==> config.mk <==
export PLATFORM = sky130hd
export DESIGN_NAME = mmio_gpio_ctrl
export DESIGN_NICKNAME = d
export VERILOG_FILES = /design/src/rtl/gpio_pkg.sv /design/src/rtl/gpio_debounce.sv /design/src/rtl/mmio_gpio_ctrl.sv
export SDC_FILE = /design/constraint.sdc
export NUM_CORES = 1
export LEC_CHECK = 0
export BUFFER_PORTS_ARGS = -buffer_cell sky130_fd_sc_hd__buf_2
export CELL_PAD_IN_SITES_DETAIL_PLACEMENT = 1
export CELL_PAD_IN_SITES_GLOBAL_PLACEMENT = 2
export CORE_MARGIN = 8
export CORE_UTILIZATION = 35
export CTS_CLUSTER_DIAMETER = 150
export CTS_CLUSTER_SIZE = 30
export DETAILED_ROUTE_END_ITERATION = 10
export PLACE_DENSITY = 0.82
export SKIP_LAST_GASP = 1
export SYNTH_ARGS = -nofsm -noshare
export SYNTH_HDL_FRONTEND = slang
export SYNTH_SLANG_ARGS = --single-unit
==> constraint.sdc <==
create_clock -name clk -period 3.95 [get_ports clk]
set_clock_uncertainty 0.05 [all_clocks]
set_input_delay 0.5925 -clock clk [delete_from_list [all_inputs] [get_ports clk]]
set_output_delay 0.5925 -clock clk [all_outputs]
set_load 0.02 [all_outputs]
==> src/rtl/gpio_pkg.sv <==
// Shared register map and status bit positions for the MMIO GPIO block.
package gpio_pkg;

    localparam int ADDR_STATUS    = 0;
    localparam int ADDR_LED_STAGE = 1;
    localparam int ADDR_IRQ_EN    = 2;
    localparam int ADDR_LED_OUT   = 3;
    localparam int ADDR_SW_BASE   = 4;

    localparam int ST_LED_DONE    = 0;
    localparam int ST_SW_VALID    = 1;
    localparam int ST_SW_OVERRUN  = 2;

    function automatic int byte_count(input int bits);
        return (bits + 7) / 8;
    endfunction

endpackage

==> src/rtl/gpio_debounce.sv <==
// Button synchronizer + stable-count debouncer with a one-cycle press pulse.
module gpio_debounce #(
    parameter int DEBOUNCE_CYCLES = 20000
) (
    input  logic clk,
    input  logic reset,
    input  logic raw,
    output logic level,
    output logic press_pulse
);

    localparam int CW = $clog2(DEBOUNCE_CYCLES + 1);
    localparam logic [CW-1:0] CNT_LAST = CW'(DEBOUNCE_CYCLES - 1);

    logic          s1;
    logic          s2;
    logic          db;
    logic          db_d;
    logic [CW-1:0] cnt;

    always_ff @(posedge clk) begin
        if (reset) begin
            s1          <= 1'b0;
            s2          <= 1'b0;
            db          <= 1'b0;
            db_d        <= 1'b0;
            cnt         <= '0;
            press_pulse <= 1'b0;
        end else begin
            s1          <= raw;
            s2          <= s1;
            db_d        <= db;
            press_pulse <= db & ~db_d;
            // Count only while the synced level disagrees with the accepted one
            if (s2 != db) begin
                if (cnt == CNT_LAST) begin
                    db  <= s2;
                    cnt <= '0;
                end else begin
                    cnt <= cnt + 1'b1;
                end
            end else begin
                cnt <= '0;
            end
        end
    end

    assign level = db;

endmodule

==> src/rtl/mmio_gpio_ctrl.sv <==
// MMIO GPIO controller: debounced commit/capture buttons, staged LEDs,
// switch snapshot, sticky W1C status and a registered interrupt.
module mmio_gpio_ctrl
    import gpio_pkg::*;
#(
    parameter int SW_WIDTH        = 16,
    parameter int LED_WIDTH       = 12,
    parameter int DATA_WIDTH      = 32,
    parameter int ADDR_WIDTH      = 3,
    parameter int DEBOUNCE_CYCLES = 20000
) (
    input  logic                  clk,
    input  logic                  reset,
    input  logic                  pread,
    input  logic                  pwrite,
    input  logic [ADDR_WIDTH-1:0] addr,
    input  logic [DATA_WIDTH-1:0] pwritedata,
    output logic [DATA_WIDTH-1:0] preaddata,
    output logic                  irq,
    input  logic                  buttonl,
    input  logic                  buttonr,
    input  logic [SW_WIDTH-1:0]   switch,
    output logic [LED_WIDTH-1:0]  led
);

    localparam int SW_BYTES = byte_count(SW_WIDTH);
    localparam int SNAP_W   = SW_BYTES * 8;

    logic [SW_WIDTH-1:0]  sw_s1;
    logic [SW_WIDTH-1:0]  sw_s2;
    logic [SW_WIDTH-1:0]  snap;
    logic [SNAP_W-1:0]    snap_pad;
    logic [LED_WIDTH-1:0] stage;
    logic [2:0]           status;
    logic [2:0]           status_nxt;
    logic [2:0]           irq_en;
    logic                 commit;
    logic                 capture;
    logic                 wr_status;
    logic                 wr_stage;
    logic                 wr_en;
    logic                 unused_lvl_l;
    logic                 unused_lvl_r;
    logic                 unused_wdata;

    gpio_debounce #(
        .DEBOUNCE_CYCLES(DEBOUNCE_CYCLES)
    ) u_commit (
        .clk        (clk),
        .reset      (reset),
        .raw        (buttonl),
        .level      (unused_lvl_l),
        .press_pulse(commit)
    );

    gpio_debounce #(
        .DEBOUNCE_CYCLES(DEBOUNCE_CYCLES)
    ) u_capture (
        .clk        (clk),
        .reset      (reset),
        .raw        (buttonr),
        .level      (unused_lvl_r),
        .press_pulse(capture)
    );

    assign unused_wdata = ^pwritedata;

    assign wr_status = pwrite && (addr == ADDR_WIDTH'(ADDR_STATUS));
    assign wr_stage  = pwrite && (addr == ADDR_WIDTH'(ADDR_LED_STAGE));
    assign wr_en     = pwrite && (addr == ADDR_WIDTH'(ADDR_IRQ_EN));

    // Clears are applied first so hardware sets always win
    always_comb begin
        status_nxt = status;
        if (wr_status) begin
            status_nxt = status & ~pwritedata[2:0];
        end
        if (wr_stage) begin
            status_nxt[ST_LED_DONE] = 1'b0;
        end
        if (commit) begin
            status_nxt[ST_LED_DONE] = 1'b1;
        end
        if (capture) begin
            status_nxt[ST_SW_VALID] = 1'b1;
            if (status[ST_SW_VALID]) begin
                status_nxt[ST_SW_OVERRUN] = 1'b1;
            end
        end
    end

    always_ff @(posedge clk) begin
        if (reset) begin
            sw_s1  <= '0;
            sw_s2  <= '0;
            snap   <= '0;
            stage  <= '0;
            led    <= '0;
            irq_en <= '0;
            status <= '0;
            irq    <= 1'b0;
        end else begin
            sw_s1  <= switch;
            sw_s2  <= sw_s1;
            status <= status_nxt;
            irq    <= |(status & irq_en);
            if (wr_stage) begin
                stage <= pwritedata[LED_WIDTH-1:0];
            end
            if (wr_en) begin
                irq_en <= pwritedata[2:0];
            end
            if (commit) begin
                led <= stage;
            end
            if (capture) begin
                snap <= sw_s2;
            end
        end
    end

    assign snap_pad = SNAP_W'(snap);

    always_comb begin
        preaddata = '0;
        if (pread) begin
            if (addr == ADDR_WIDTH'(ADDR_STATUS)) begin
                preaddata = DATA_WIDTH'(status);
            end else if (addr == ADDR_WIDTH'(ADDR_LED_STAGE)) begin
                preaddata = DATA_WIDTH'(stage);
            end else if (addr == ADDR_WIDTH'(ADDR_IRQ_EN)) begin
                preaddata = DATA_WIDTH'(irq_en);
            end else if (addr == ADDR_WIDTH'(ADDR_LED_OUT)) begin
                preaddata = DATA_WIDTH'(led);
            end else begin
                for (int k = 0; k < SW_BYTES; k++) begin
                    if (addr == ADDR_WIDTH'(ADDR_SW_BASE + k)) begin
                        preaddata = DATA_WIDTH'(snap_pad[8*k +: 8]);
                    end
                end
            end
        end
    end

endmodule
# Word level (Yosys, flattened, before mapping)
# Index checks and enable logic that the tools add are counted.
dict set report word_totals {
  register_bits 119
  inputBits 57
  output_inout_bits 45
}
dict set report op_classes {
  addsub 2
  n_eq_ne 9
  n_mux 12
  bitwise 9
  n_reduce_logical 11
}
# cell count
set ops {}
lappend ops {{two-way mux 32 bit} 6}
lappend ops {{adder 15 x 1 -> 15 bit, second input constant} 2}
lappend ops {{== test 15 bit, second input constant} 2}
lappend ops {{OR reduction 3 bit} 3}
lappend ops {{two-way mux 8 bit} 1}
lappend ops {{AND 3 bit} 2}
lappend ops {{== test 3 x 2 -> 1 bit, second input constant} 2}
lappend ops {{== test 3 bit, second input constant} 2}
lappend ops {{NOT 1 bit} 4}
lappend ops {{AND reduction 2 bit} 2}
lappend ops {{== test 3 x 1 -> 1 bit, second input constant} 1}
lappend ops {{logical AND 1 bit} 3}
lappend ops {{zero test 3 bit} 1}
lappend ops {{two-way mux 1 bit} 3}
lappend ops {{two-way mux 3 bit} 1}
lappend ops {{NOT 3 bit} 1}
lappend ops {{nonzero test 3 bit} 1}
lappend ops {{AND 1 bit} 2}
lappend ops {{two-way mux 2 bit} 1}
lappend ops {{inequality test 1 bit} 2}
lappend ops {{nonzero test 2 bit} 1}

# Logic depth before layout (Yosys ltp)
dict set report depth {
  word_depth 8
  ltp_mapped 7
  mapped_depth_nobuf 5
}

# By module
# From an unflattened synthesis, not the netlist that was laid out.
dict set report unflattened {
  hier_cells 502
  area_unflattened_um2 4784.6
}
# mod instances cells_each area_per_inst_um2 seq_area_each_um2
set modules_own_cells {}
lappend modules_own_cells {mmio_gpio_ctrl 1 324 3128.0 1581.5}
lappend modules_own_cells {gpio_debounce 2 89 828.3 400.4}

# Worst setup path before layout
# No wires, ideal clock.
dict set report synth_timing {
  path_type {input-to-output}
  start {input addr[1]}
  end {output preaddata[4]}
  arrival_ns 1.911
  slack_ns 1.396
  path_stages 6
  path_buffers 2
  cell_sequence {clkbuf_1 -> nor2b_1 -> clkbuf_1 -> o2bb2ai_1 -> nand2_1 -> a21boi_0}
}
dict set report synth_via {
  elab_chain_cells 8
  elab_cells_between_ends 13
  cone_classes {5 x eq/ne; 7 x mux; 1 x reduce/logical}
}
# element line_no
set synth_lines {}
lappend synth_lines {{from (decl)} mmio_gpio_ctrl.sv:16} ;# input logic [ADDR_WIDTH-1:0] addr,
lappend synth_lines {{== test 3 bit} mmio_gpio_ctrl.sv:137} ;# if (addr == ADDR_WIDTH'(ADDR_SW_BASE + k)) begin
lappend synth_lines {{two-way mux 8 bit} mmio_gpio_ctrl.sv:137}
lappend synth_lines {{two-way mux 32 bit} mmio_gpio_ctrl.sv:137}
lappend synth_lines {{two-way mux 32 bit} mmio_gpio_ctrl.sv:133} ;# end else if (addr == ADDR_WIDTH'(ADDR_LED_OUT)) begin
lappend synth_lines {{two-way mux 32 bit} mmio_gpio_ctrl.sv:131} ;# end else if (addr == ADDR_WIDTH'(ADDR_IRQ_EN)) begin
lappend synth_lines {{two-way mux 32 bit} mmio_gpio_ctrl.sv:129} ;# end else if (addr == ADDR_WIDTH'(ADDR_LED_STAGE)) begin
lappend synth_lines {{two-way mux 32 bit (*)} mmio_gpio_ctrl.sv:127} ;# if (addr == ADDR_WIDTH'(ADDR_STATUS)) begin
lappend synth_lines {{two-way mux 32 bit (*)} mmio_gpio_ctrl.sv:126} ;# if (pread) begin
lappend synth_lines {{to (decl)} mmio_gpio_ctrl.sv:18} ;# output logic [DATA_WIDTH-1:0] preaddata,
# Every way passes the cells marked *; elsewhere a longest branch is shown, timed or not.

# Final worst setup path
dict set report layout_timing {
  start {input addr[1]}
  end {output preaddata[7]}
}
# Same word-level chain as after synthesis.

==> results.md <==
- Chip Height: 132 µm
- R2R setup slack: 1.95 ns
- Synth warn: 0
- Die area: 0.0175 mm²
- Post-synth EDFFs: 0
- Setup TNS: 0 ns
- GRT Util Overall: 0.128
- Io pins: between 100 and 150
- DRC: 0
- Crit path required time: between 3 and 4 ns
- Clk buf depth: 2
- Top routing layer used: met4
- WL met3: around 450 µm
- Placed cells: just over 700
- Setup Buffers After CTS: 0
- Post-Route WL: approximately 11000 µm
- Layout cells sized above 1: 0.173
- RSZ-0062 raised after global routing: false
- Share of the synthesized area in the top cell type: 0.502
- Worst Tran Pin Value: between 1 and 1.5 ns
- Drt initial violations: 158
- Number of global-route vias before repair: about 3700
- Worst Setup End Kind: primary output
- Slowest cell on the critical path: nor2b_1
- Slew HR: 0.319
- Final std cells w/o fill: around 740
- Fmax: 354 MHz
- Syn Std Cell Area: approximately 0.0047 mm²
- Routed wl met2: approximately 5300 µm
- Post-synth cell types: 46
- Core Box Area: ~0.013 mm²
- Fin crit share: 0.715
- Arr. time, crit path: between 2 and 2.5 ns
- Avg Inst Size Synth: approximately 9.4 µm²
- Initial antenna violation count: 0
- Most frequent cell after synthesis: dfxtp_1
- H-tree lvl count: 4
- Status: finished, final reports clean
- Leak: between 2 and 2.5 nW
- Inserted Clock Buffers: 17
- Synth Register Bits: ~120
- RD Place Congestion: around 0.74
- PD cells: around 510 mW/mm²
- CP Cell Sequence: buf_2, nor2b_1, o2bb2ai_1, nand2_1, a21boi_0, buf_2
- Worst path buffer plus inverter count: 2
- Comb power frac: 0.036
- Area Overhead vs Synth: 19.8%
- WL per Instance: around 15 µm
- Final ANT Viol Nets: 0
- Critical path class: primary input to primary output
- Hold slack: around 0.33 ns
- Die Wd: about 130 µm
- Skew-Pair Late Insertion Delay: around 0.4 ns
- Cell Rows: 42
- Initial Util: 0.358
- # Max-Cap Violations: 0
- Clock sinks: 119
- IO buf count: a little over 60
- Synth async-reset ratio: 0
- Hold Path Class: flop to flop
- Nets: just over 600
- Area occupied by multi-input gates: ~0.0021 mm²
- First-pass DRT Iterations: 4
- First-pass GRT wire length: 18400 µm
- CTS root buf: clkbuf_16
- Reg area: roughly 0.0024 mm²
- Final Hold Fails: 0
- CP max FO: 20
- Startpoint types: primary input
- # resized after CTS: 0
- Fin crit period: between 2 and 3 ns
- Fin. max-slew vios: 0
- Vias/cell: approximately 4.7
- Most common library cells after synthesis: 119 x dfxtp_1, 73 x nor2_1, 43 x mux2i_1, 43 x nor2b_1, 41 x nand2_1
- Switch share: 0.208
- Synth area leaders: dfxtp_1 50%, mux2i_1 9.1%, nor2_1 5.8%
- Largest net degree at the start of global routing: 53
- Vias: roughly 3500
- Sequential power share: 0.422
- Setup violators final: 0
- Antenna cell count: 0
- P_sw: a little over 0.6 mW
- Largest stage delay on the critical path: around 0.47 ns
- Fill count: 1534
- Main synth FF type: dfxtp_1
- Syn Inst Count: roughly 510
- Clock network power share: 0.541
- GR Overflow Total: 0
- Cell mode on critical path: buf_2
- Post-CTS Hold Buffers: 0
- Clk slew on worst S/H paths: ~0.05 ns
- TritonCTS clock tree: yes
- Pint: between 2 and 2.5 mW
- CP top delay family: buffers and inverters
- Register area share after synthesis: 0.502
- Synth area leader: dfxtp_1
- HPWL after DPL: 7750 µm
- Peak VDD IR: between 200 and 300 µV
- Met1 Routed Length: between 5000 and 6000 µm
area by class of cell:
| class | count | share of cell area |
|---|---|---|
| Clock buffer | 19 | 0.0761 |
| Clock inverter | 13 | 0.0317 |
| Inverter | 3 | 0.00198 |
| Multi-Input combinational cell | 352 | 0.378 |
| Sequential cell | 119 | 0.419 |
| Tap cell | 176 | 0.0387 |
| Timing Repair Buffer | 62 | 0.0550 |
kinds of logic (layout without fill, tap and decap cells):
family,count (synthesis),count (layout),share of synthesized area
and+or+nand+nor,215,215,0.226
DFF,119,119,0.502
buffers and inverters,53,97,0.0609
muxes,45,45,0.0954
AOI/OAI and AO/OA,43,43,0.0598
xor gates and xnor gates,27,27,0.0498
adders and majority gates,2,2,0.00527
other,1,20,0.000790
power by group through the flow:
stage	combinational [mW]	sequential (mW)	clock [mW]
final	0.106	1.23	1.58
after global routing	0.117	1.23	1.67
after CTS	0.106	1.23	1.61
after detailed placement	0.105	1.26	0
after global placement	0.104	1.26	0
after floorplan	0.0904	1.25	0
per-stage QoR:
| step | utilization | instance area (µm²) | total power [mW] | setup slack (ns) |
|---|---|---|---|---|
| after global placement | 0.383 | 5070 | 1.36 | 1.11 |
| after detailed placement | 0.383 | 5070 | 1.36 | 1.09 |
| final | 0.429 | 5690 | 2.91 | 1.12 |
| after floorplan | - | 4820 | 1.34 | 1.40 |
| after CTS | 0.429 | 5690 | 2.95 | 1.09 |
| after global routing | 0.429 | 5690 | 3.02 | 0.966 |
worst paths after layout:
| kind | startpoint | end | depth (start not counted) |
|---|---|---|---|
| worst max-delay path | addr[1] | preaddata[7] | 6 |
| worst max register to register | u_commit.cnt[0] | u_commit.cnt[13] | 5 |
| worst min register to register | u_commit.db_d | u_commit.press_pulse | 1 |
| worst min-delay path | u_commit.db_d | u_commit.press_pulse | 1 |
state kept, by name, indices dropped and copies added (netlist names), 3 cells and up:
register / flops
status: 3
irq_en: 3
sw_s2: 16
stage: 12
led: 12
u_capture.cnt: 15
snap: 16
u_commit.cnt: 15
sw_s1: 16
per-layer routing:
layer,up-vias,GRT usage
li1,1761,-
met1,1654,0.152
met2,61,0.212
met3,12,0.0439
met4,0,0.0448
met5,-,0
cells in the final DEF (no fill, tap or decap), drive strengths merged, types with 5 or more instances in the layout:
| cell | synthesis | final |
|---|---|---|
| a21boi | 5 | 5 |
| a21oi | 18 | 18 |
| and3 | 5 | 5 |
| buf | 30 | 62 |
| clkbuf | 20 | 19 |
| clkinvlp | 0 | 6 |
| conb | 1 | 20 |
| dfxtp | 119 | 119 |
| mux2i | 43 | 43 |
| nand2 | 42 | 42 |
| nand3 | 14 | 14 |
| nand4 | 9 | 9 |
| nor2 | 73 | 73 |
| nor2b | 43 | 43 |
| nor3 | 6 | 6 |
| nor4 | 6 | 6 |
| o2bb2ai | 5 | 5 |
| xnor2 | 18 | 18 |
| xor2 | 9 | 9 |
(Power assumes the default switching activity.)
